**src/rtl/nand_op_arbiter.sv**
```systemverilog
// Round-robin arbiter that shares one NAND command engine between the page
// read, page program and block erase requesters. Launches the granted
// operation, holds the grant until the engine reports done, and aborts
// through a watchdog if done never arrives.
module nand_op_arbiter #(
    parameter int          ADDR_W      = 24,
    parameter int unsigned TIMEOUT_CYC = 2000000
) (
    input  logic              clk,
    input  logic              rst,
    input  logic              req_rd,
    input  logic              req_wr,
    input  logic              req_er,
    input  logic [ADDR_W-1:0] addr_rd,
    input  logic [ADDR_W-1:0] addr_wr,
    input  logic [ADDR_W-1:0] addr_er,
    input  logic              op_done,
    input  logic              op_fail,
    output logic [2:0]        grant,
    output logic              op_start,
    output logic [1:0]        op_code,
    output logic [ADDR_W-1:0] op_addr,
    output logic              busy,
    output logic [2:0]        fin_ok,
    output logic [2:0]        fin_err,
    output logic              timeout_err,
    output logic [2:0]        arb_state
);

    localparam int unsigned         TMR_W    = $clog2(TIMEOUT_CYC + 1);
    localparam logic [TMR_W-1:0]    TMR_LAST = TMR_W'(TIMEOUT_CYC - 1);

    typedef enum logic [2:0] {
        S_IDLE  = 3'd0,
        S_ARB   = 3'd1,
        S_START = 3'd2,
        S_WAIT  = 3'd3,
        S_DONE  = 3'd4,
        S_TOUT  = 3'd5
    } state_t;

    state_t             state;
    state_t             state_nxt;
    logic [2:0]         last_grant;
    logic [TMR_W-1:0]   timer;
    logic               fail_q;
    logic [2:0]         req_vec;
    logic [2:0]         win;
    logic [1:0]         win_code;
    logic [ADDR_W-1:0]  win_addr;

    assign req_vec = {req_er, req_wr, req_rd};

    // Round-robin pick: scan rd->wr->er starting just after the last grant.
    always_comb begin
        win = '0;
        case (last_grant)
            3'b001: begin
                if (req_wr)      win = 3'b010;
                else if (req_er) win = 3'b100;
                else if (req_rd) win = 3'b001;
            end
            3'b010: begin
                if (req_er)      win = 3'b100;
                else if (req_rd) win = 3'b001;
                else if (req_wr) win = 3'b010;
            end
            default: begin
                if (req_rd)      win = 3'b001;
                else if (req_wr) win = 3'b010;
                else if (req_er) win = 3'b100;
            end
        endcase
    end

    // Operation code and row address belonging to the round-robin winner.
    always_comb begin
        win_code = 2'd0;
        win_addr = '0;
        if (win[0]) begin
            win_code = 2'd1;
            win_addr = addr_rd;
        end else if (win[1]) begin
            win_code = 2'd2;
            win_addr = addr_wr;
        end else if (win[2]) begin
            win_code = 2'd3;
            win_addr = addr_er;
        end
    end

    // State register.
    always_ff @(posedge clk) begin
        if (rst) state <= S_IDLE;
        else     state <= state_nxt;
    end

    // Next-state logic; op_done takes precedence over the watchdog.
    always_comb begin
        state_nxt = S_IDLE;
        case (state)
            S_IDLE:  state_nxt = (|req_vec) ? S_ARB : S_IDLE;
            S_ARB:   state_nxt = (|win) ? S_START : S_IDLE;
            S_START: state_nxt = S_WAIT;
            S_WAIT: begin
                if (op_done)                state_nxt = S_DONE;
                else if (timer == TMR_LAST) state_nxt = S_TOUT;
                else                        state_nxt = S_WAIT;
            end
            S_DONE:  state_nxt = S_IDLE;
            S_TOUT:  state_nxt = S_IDLE;
            default: state_nxt = S_IDLE;
        endcase
    end

    // Grant/command latches, round-robin pointer, watchdog timer and fail latch.
    always_ff @(posedge clk) begin
        if (rst) begin
            grant      <= '0;
            op_code    <= '0;
            op_addr    <= '0;
            last_grant <= 3'b100;
            timer      <= '0;
            fail_q     <= 1'b0;
        end else begin
            case (state)
                S_ARB: begin
                    if (|win) begin
                        grant   <= win;
                        op_code <= win_code;
                        op_addr <= win_addr;
                    end
                end
                S_START: timer <= '0;
                S_WAIT: begin
                    if (timer != '1) timer <= timer + TMR_W'(1);
                    if (op_done)     fail_q <= op_fail;
                end
                S_DONE, S_TOUT: begin
                    last_grant <= grant;
                    grant      <= '0;
                    op_code    <= '0;
                end
                default: ;
            endcase
        end
    end

    // State-decoded outputs: launch pulse, completion pulses, status.
    always_comb begin
        op_start    = 1'b0;
        fin_ok      = '0;
        fin_err     = '0;
        timeout_err = 1'b0;
        busy        = (state != S_IDLE);
        arb_state   = state;
        case (state)
            S_START: op_start = 1'b1;
            S_DONE: begin
                if (fail_q) fin_err = grant;
                else        fin_ok  = grant;
            end
            S_TOUT: begin
                timeout_err = 1'b1;
                fin_err     = grant;
            end
            default: ;
        endcase
    end

endmodule

```
**config.mk**
```make
export PLATFORM = sky130hd
export DESIGN_NAME = nand_op_arbiter
export DESIGN_NICKNAME = d
export VERILOG_FILES = /design/src/rtl/nand_op_arbiter.sv
export SDC_FILE = /design/constraint.sdc
export NUM_CORES = 1
export LEC_CHECK = 0
export ABC_CLOCK_PERIOD_IN_PS = 2000
export BUFFER_PORTS_ARGS = -buffer_cell sky130_fd_sc_hd__buf_4
export CORE_MARGIN = 4
export CORE_UTILIZATION = 44
export DETAILED_ROUTE_END_ITERATION = 7
export GPL_TIMING_DRIVEN = 0
export PLACE_DENSITY = 0.76
export RECOVER_POWER = 50
export SLEW_MARGIN = 20
export SYNTH_ARGS = -nofsm -noshare
export SYNTH_HDL_FRONTEND = slang
export SYNTH_SLANG_ARGS = --single-unit
```
**constraint.sdc**
```tcl
create_clock -name clk -period 2 [get_ports clk]
set_clock_uncertainty 0.15 [all_clocks]
set_input_delay 0 -clock clk [delete_from_list [all_inputs] [get_ports clk]]
set_output_delay 0 -clock clk [all_outputs]
set_load 0.02 [all_outputs]
```
==> results_dict.tcl, run 1 <==
set metrics [dict create \
    gr-total-overflow 0 \
    netlist_instances 361 \
    synth_top_area_frac 0.365 \
    ys_warn_count 0 \
    numCtsBuffers 9 \
    crit_chain "nand3_1, or4_4, o31ai_4, buf_4, o21ai_0, a21oi_1" \
    start_util 0.457 \
    grt_use_met3 0.0615 \
    grtUsageMet2 0.579 \
    synth_common_cells "57 x dfxtp_1, 44 x nor2_1, 30 x a31oi_1" \
    final.setup.tns_ns -0.743 \
    violations "negative setup slack" \
    dp.cells 576 \
    multiInputGateArea_um2 2180 \
    grtUsageMet1 0.347 \
    drtIter0Drc 714 \
    synth_top_area_cell "dfxtp_1" \
    vias_per_cell 6.77 \
    yosys-top-cells-area "dfxtp_1 37%, a221oi_1 6.7%, a2bb2oi_1 6.7%, a31oi_1 6.0%, nor2_1 5.3%" \
    cp-start-kind "flop" \
    final-setup-viol-count 14 \
    cts_root_buf "clkbuf_8" \
    critPathSlowestCell "or4_4" \
    busiest_layer "met2" \
    whs_path_depth 5 \
    max_stage_delay_ns 0.50 \
    grt_setup_unrepaired "yes" \
    placed_area_um2 4160 \
    dieWidth_um 92.3 \
    r2r_cells 6 \
    grt_antenna_before_repair 4 \
    clock_latency_ns 0.35 \
    die-area_um2 8510 \
    fin_util 0.830 \
    drive_gt1_frac 0.387 \
    syn_to_final_growth_pct 81.5 \
    rows 30 \
    critPathKind "flop to flop" \
    critPathLaunch "timer[8]" \
    yosys.cell_count.top_type "dfxtp_1" \
    cts-htree-levels 3 \
    r2r_end "timer[5]" \
    fin_cells 692 \
    fin_ws_ns -0.130 \
    period_share 1.06 \
    syn_area_um2 3120 \
    crit_arrival_ns 2.25 \
    seq_area_frac_synth 0.365 \
    synth_nets 441 \
    die_y_um 92.3 \
    path_clk_slew_ns 0.08 \
    drc_errors 0 \
    reg2reg_slack_ns -0.13 \
    powerDensity_nw_per_um2 576 \
    synth_cell_types 58 \
    slew_headroom 0.564 \
    final_nets 667 \
    synth_edf_count 0 \
    synth_async_sr_flop_share 0 \
    synth_seq_cells 57 \
    clock_path_buffers 2 \
    post_drt_wl_per_cell_um 25.5 \
    ir_drop_mv 0.394 \
    crit_path_end "timer[5]" \
    ant_nets 0 \
    cts_tree "done" \
    area.sequential_um2 1180 \
    pin_count 120 \
    rr_startpoint "timer[8]" \
    dr_total_vias 4685 \
    max_cap_violations 0 \
    crit_fanout 7 \
    grt_pass1_wl_mm 21.6 \
    p_leak_uw 0.00222 \
    wirelength_mm 17.6 \
    first_pass_iters 5 \
    io_buffer_count 119 \
    num-fill-cells 379 \
    worst_slew_pin_slew_ns 0.649 \
    status "complete, but fails checks" \
    gp_congestion 0.954 \
    finalHoldViolCount 0 \
    clock-sinks 57 \
    core_um2 6830 \
    worstSetupEndpointType "flop" \
    grt_use_total 0.329 \
    clock.fmax_mhz 470 \
    fin_area_um2 5670 \
    drv_slew 0 \
    dp_hpwl_mm 7.73 \
    finalCriticalPeriod_ns 2.13 \
    min_path_type "input pin to flop" \
    yosys_most_used_dff "dfxtp_1" \
    required_ns 2.12 \
    synth.avg_cell_area_um2 8.65 \
    first_global_vias 4282 \
    grt_max_degree 11 \
]
[stage by stage]
stage	hold slack [ns]	worst slack, ns	power, uW
after floorplan	-0.0680	-0.00363	1570
after global placement	0.0696	-0.191	1840
after detailed placement	0.0790	-0.220	1850
after CTS	0.223	0.00118	2990
after global routing	0.267	-0.174	3320
final	0.244	-0.130	3270
[repair_timing]
action                                  CTS  global route
buffers inserted                          6            20
hold buffers                             76             0
resized for setup                        35            96
endpoints found under the setup margin   42            52
endpoints found under the hold margin    29             0
pin swaps                                 4             8
[per-layer routing]
layer / vias up / share of wire
met4: 0 / 0.11
met2: 464 / 0.47
met3: 172 / 0.11
met1: 2175 / 0.32
li1: 1874 / -
met5: - / 0
[flip-flops by register name, indices dropped and copies added, names as in the netlist]
signal and cells:
fail_q 1, op_code 2, grant 3, last_grant 3, arb_state 3, timer 21, op_addr 24
[report_power, final]
part / internal, uW / switching (uW) / leakage, uW
Combinational: 464 / 497 / 0.00165
Clock: 564 / 531 / 0.0000930
Sequential: 1170 / 43.5 / 0.000473
Total: 2200 / 1070 / 0.00222
[cell families after synthesis]
kind of cell,count (synthesis),synth area share
flops,57,0.365
buf+inv,36,0.0621
compound gates,125,0.310
xor+xnor,5,0.0140
mux,4,0.0132
simple gates,133,0.231
fa+ha+maj,1,0.00400
[cells in the final DEF, fill, tap and decap left out, types with 9 or more instances in the layout]
master / count
a31oi_1: 29
dfxtp_1: 36
a21oi_1: 14
dlygate4sd3_1: 76
a221oi_2: 12
a2bb2oi_1: 12
and3_1: 9
nor2_1: 44
nand2_1: 17
clkbuf_1: 40
a2bb2oi_2: 12
buf_4: 110
clkbuf_8: 9
dfxtp_2: 14
buf_6: 9
[worst max-delay path: cells and delay by family (launching register included)]
family | cells | cell delay [ns]
compound gates | 3 | 0.60
simple gates | 2 | 0.69
flops | 1 | 0.42
buf+inv | 1 | 0.19
[how the worst min path moves through the flow]
| stage | start | to | slack (ns) |
|---|---|---|---|
| 4_1_cts | req_rd | op_addr[3] | 0.22 |
| 6_report | req_rd | op_addr[1] | 0.24 |
| 5_1_grt | req_rd | op_addr[0] | 0.27 |
| 3_3_place_gp | op_done | arb_state[0] | 0.07 |
| 2_1_floorplan | rst | arb_state[0] | -0.07 |
| 3_5_place_dp | op_done | arb_state[0] | 0.08 |
[final cells by class]
| class | count | share of cell area |
|---|---|---|
| Multi-Input combinational cell | 268 | 0.385 |
| Timing Repair Buffer | 219 | 0.306 |
| Sequential cell | 57 | 0.209 |
| Buffer | 29 | 0.0430 |
| Clock buffer | 11 | 0.0232 |
| Tap cell | 96 | 0.0212 |
| Clock inverter | 4 | 0.00795 |
| Inverter | 3 | 0.00265 |
| Antenna cell | 5 | 0.00221 |
Power figures use the tool's default switching activity.
==> run 2: changes to the inputs <==
CORE_UTILIZATION = 46   (was 44)
CTS_BUF_LIST = sky130_fd_sc_hd__clkbuf_2   (was default)
PLACE_DENSITY = 0.79   (was 0.76)
==> run 2 against run 1 <==
Compared with the run above: the run still ends with negative setup slack left; sequential power about the same; total power decreased by 2.6%; register-to-register slack got worse by 0.40 ns; worst setup slack worse by 0.40 ns; critical path depth unchanged; core utilization grew 6.7 points; sequential share of layout area shrank 0.28 points; largest cell class unchanged.
==> results_dict.tcl, run 2 (synthesis results as in run 1) <==
set metrics [dict create \
    status "complete, but fails checks" \
    violations "negative setup slack" \
    ir_drop_mv 0.515 \
    placed_area_um2 4140 \
    clock_latency_ns 0.56 \
    crit_arrival_ns 2.80 \
    required_ns 2.27 \
    final-setup-viol-count 50 \
    p_int_uw 2070 \
    max_stage_delay_ns 0.47 \
    io_buffer_count 119 \
    largest_register_ffs 24 \
    dp.cells 557 \
    p_leak_uw 0.00229 \
    die_y_um 90.4 \
    fin_ws_ns -0.527 \
    cp-start-kind "flop" \
    grt_setup_unrepaired "yes" \
    crit_fanout 10 \
    critPathKind "flop to flop" \
    fin_area_um2 5790 \
    cts_root_buf "clkbuf_2" \
    wirelength_mm 20.6 \
    max_cap_violations 0 \
    gr-total-overflow 0 \
    reg_top3 "op_addr (24), timer (21)" \
    grt_use_total 0.358 \
    period_share 1.26 \
    start_util 0.484 \
    grt_pass1_wl_mm 23.1 \
    worst_slew_pin_slew_ns 0.739 \
    fin_cells 680 \
    slew_headroom 0.507 \
    crit_chain "nand4bb_1, o2111a_2, buf_4, a221oi_2, a2bb2oi_1, nor2_1" \
    ant_nets 0 \
    final_nets 676 \
    clock-sinks 57 \
    netSwitchingFraction 0.348 \
    vias_per_cell 7.44 \
    grt_max_degree 11 \
    first_global_vias 4458 \
    clock_path_buffers 2 \
    critPathSlowestCell "a221oi_2" \
    gp_congestion 0.891 \
    dp_hpwl_mm 7.84 \
    dr_total_vias 5057 \
    p_clk_frac 0.288 \
    drv_slew 0 \
    core_um2 6460 \
    drtIter0Drc 1006 \
    drc_errors 0 \
    min_path_type "input pin to flop" \
    final.setup.tns_ns -5.70 \
    regMostFlops "op_addr" \
    cts-htree-levels 3 \
    powerDensity_nw_per_um2 549 \
    final_common_cell "buf_4" \
    dieWidth_um 90.4 \
    worstSetupEndpointType "flop" \
    post_drt_wl_per_cell_um 30.4 \
    pin_count 120 \
    die-area_um2 8170 \
    seqPwrFrac 0.380 \
    final_cell_mix "122 x buf_4, 76 x dlygate4sd3_1, 39 x nor2_1" \
    path_clk_slew_ns 0.22 \
    numCtsBuffers 9 \
    syn_to_final_growth_pct 85.5 \
    clock.fmax_mhz 396 \
    rows 29 \
    finalHoldViolCount 0 \
    cts_tree "done" \
    combPwrFrac 0.332 \
    finalCriticalPeriod_ns 2.53 \
    netSwitchingPower_uw 1110 \
    first_pass_iters 7 \
    grt_antenna_before_repair 1 \
    drive_gt1_frac 0.431 \
]
-- run 2: changes by cell type in the layout (fill, tap and decap cells not counted), moves of 3 or more --
cell,previous run,this run
clkinv_1,0,3
clkbuf_1,40,31
clkbuf_2,1,14
buf_4,110,122
clkinv_2,3,0
diode_2,5,2
nor2_2,0,4
dfxtp_1,36,32
nor2_1,44,39
clkbuf_8,9,0
-- run 2: critical path, delay by kind of cell (launching register included) --
family	cells	cell delay [ns]
buffers and inverters	1	0.24
AOI/OAI and AO/OA	3	1.17
DFF	1	0.41
and+or+nand+nor	2	0.42
-- run 2: worst paths after layout --
check                                   start          end  slack, ns  cells past startpoint
worst max-delay path            last_grant[2]  op_addr[18]      -0.53                      6
worst min-delay path                   req_er   op_addr[3]       0.07                      6
worst max register to register  last_grant[2]  op_addr[18]      -0.53                      6
worst min register to register      timer[17]    timer[17]       0.36                      2
-- run 2: per-layer routing --
layer / wire [um] / vias to the layer above / global-route usage
met5: 0 / - / 0
met2: 8830 / 646 / 0.622
met4: 2470 / 0 / 0.235
li1: - / 1893 / -
met3: 2820 / 274 / 0.0967
met1: 6520 / 2244 / 0.380
-- run 2: final cells by class --
cell class | instances | area, um2
Timing Repair Buffer | 229 | 1850
Tap cell | 77 | 96.3
Multi-Input combinational cell | 268 | 2260
Clock inverter | 5 | 71.3
Antenna cell | 2 | 5.00
Buffer | 28 | 253
Sequential cell | 57 | 1190
Clock buffer | 11 | 55.1
Inverter | 3 | 15.0
Fill cell | 237 | 664
-- run 2: timing repair --
action	in CTS	in global routing
gates cloned	2	1
setup buffers	15	18
resized for setup	37	121
hold buffers	76	0
hold endpoints to repair	42	0
pin swaps	4	21
setup endpoints to repair	44	49
-- run 2: power groups by stage --
stage | clock network (uW) | logic, uW | registers [uW]
2_1_floorplan | 0 | 300 | 1270
3_3_place_gp | 0 | 609 | 1220
3_5_place_dp | 0 | 621 | 1230
4_1_cts | 852 | 790 | 1200
5_1_grt | 936 | 1080 | 1210
6_report | 918 | 1060 | 1210
-- run 2: through the flow --
| stage | setup WS (ns) | util | power, uW | hold WS [ns] |
|---|---|---|---|---|
| 3_3_place_gp | -0.137 | 0.641 | 1830 | 0.0567 |
| 5_1_grt | -0.570 | 0.897 | 3220 | 0.0638 |
| 2_1_floorplan | -0.00363 | - | 1570 | -0.0680 |
| 4_1_cts | 0.000828 | 0.814 | 2850 | 0.00722 |
| 6_report | -0.527 | 0.897 | 3180 | 0.0698 |
| 3_5_place_dp | -0.189 | 0.641 | 1850 | 0.0741 |
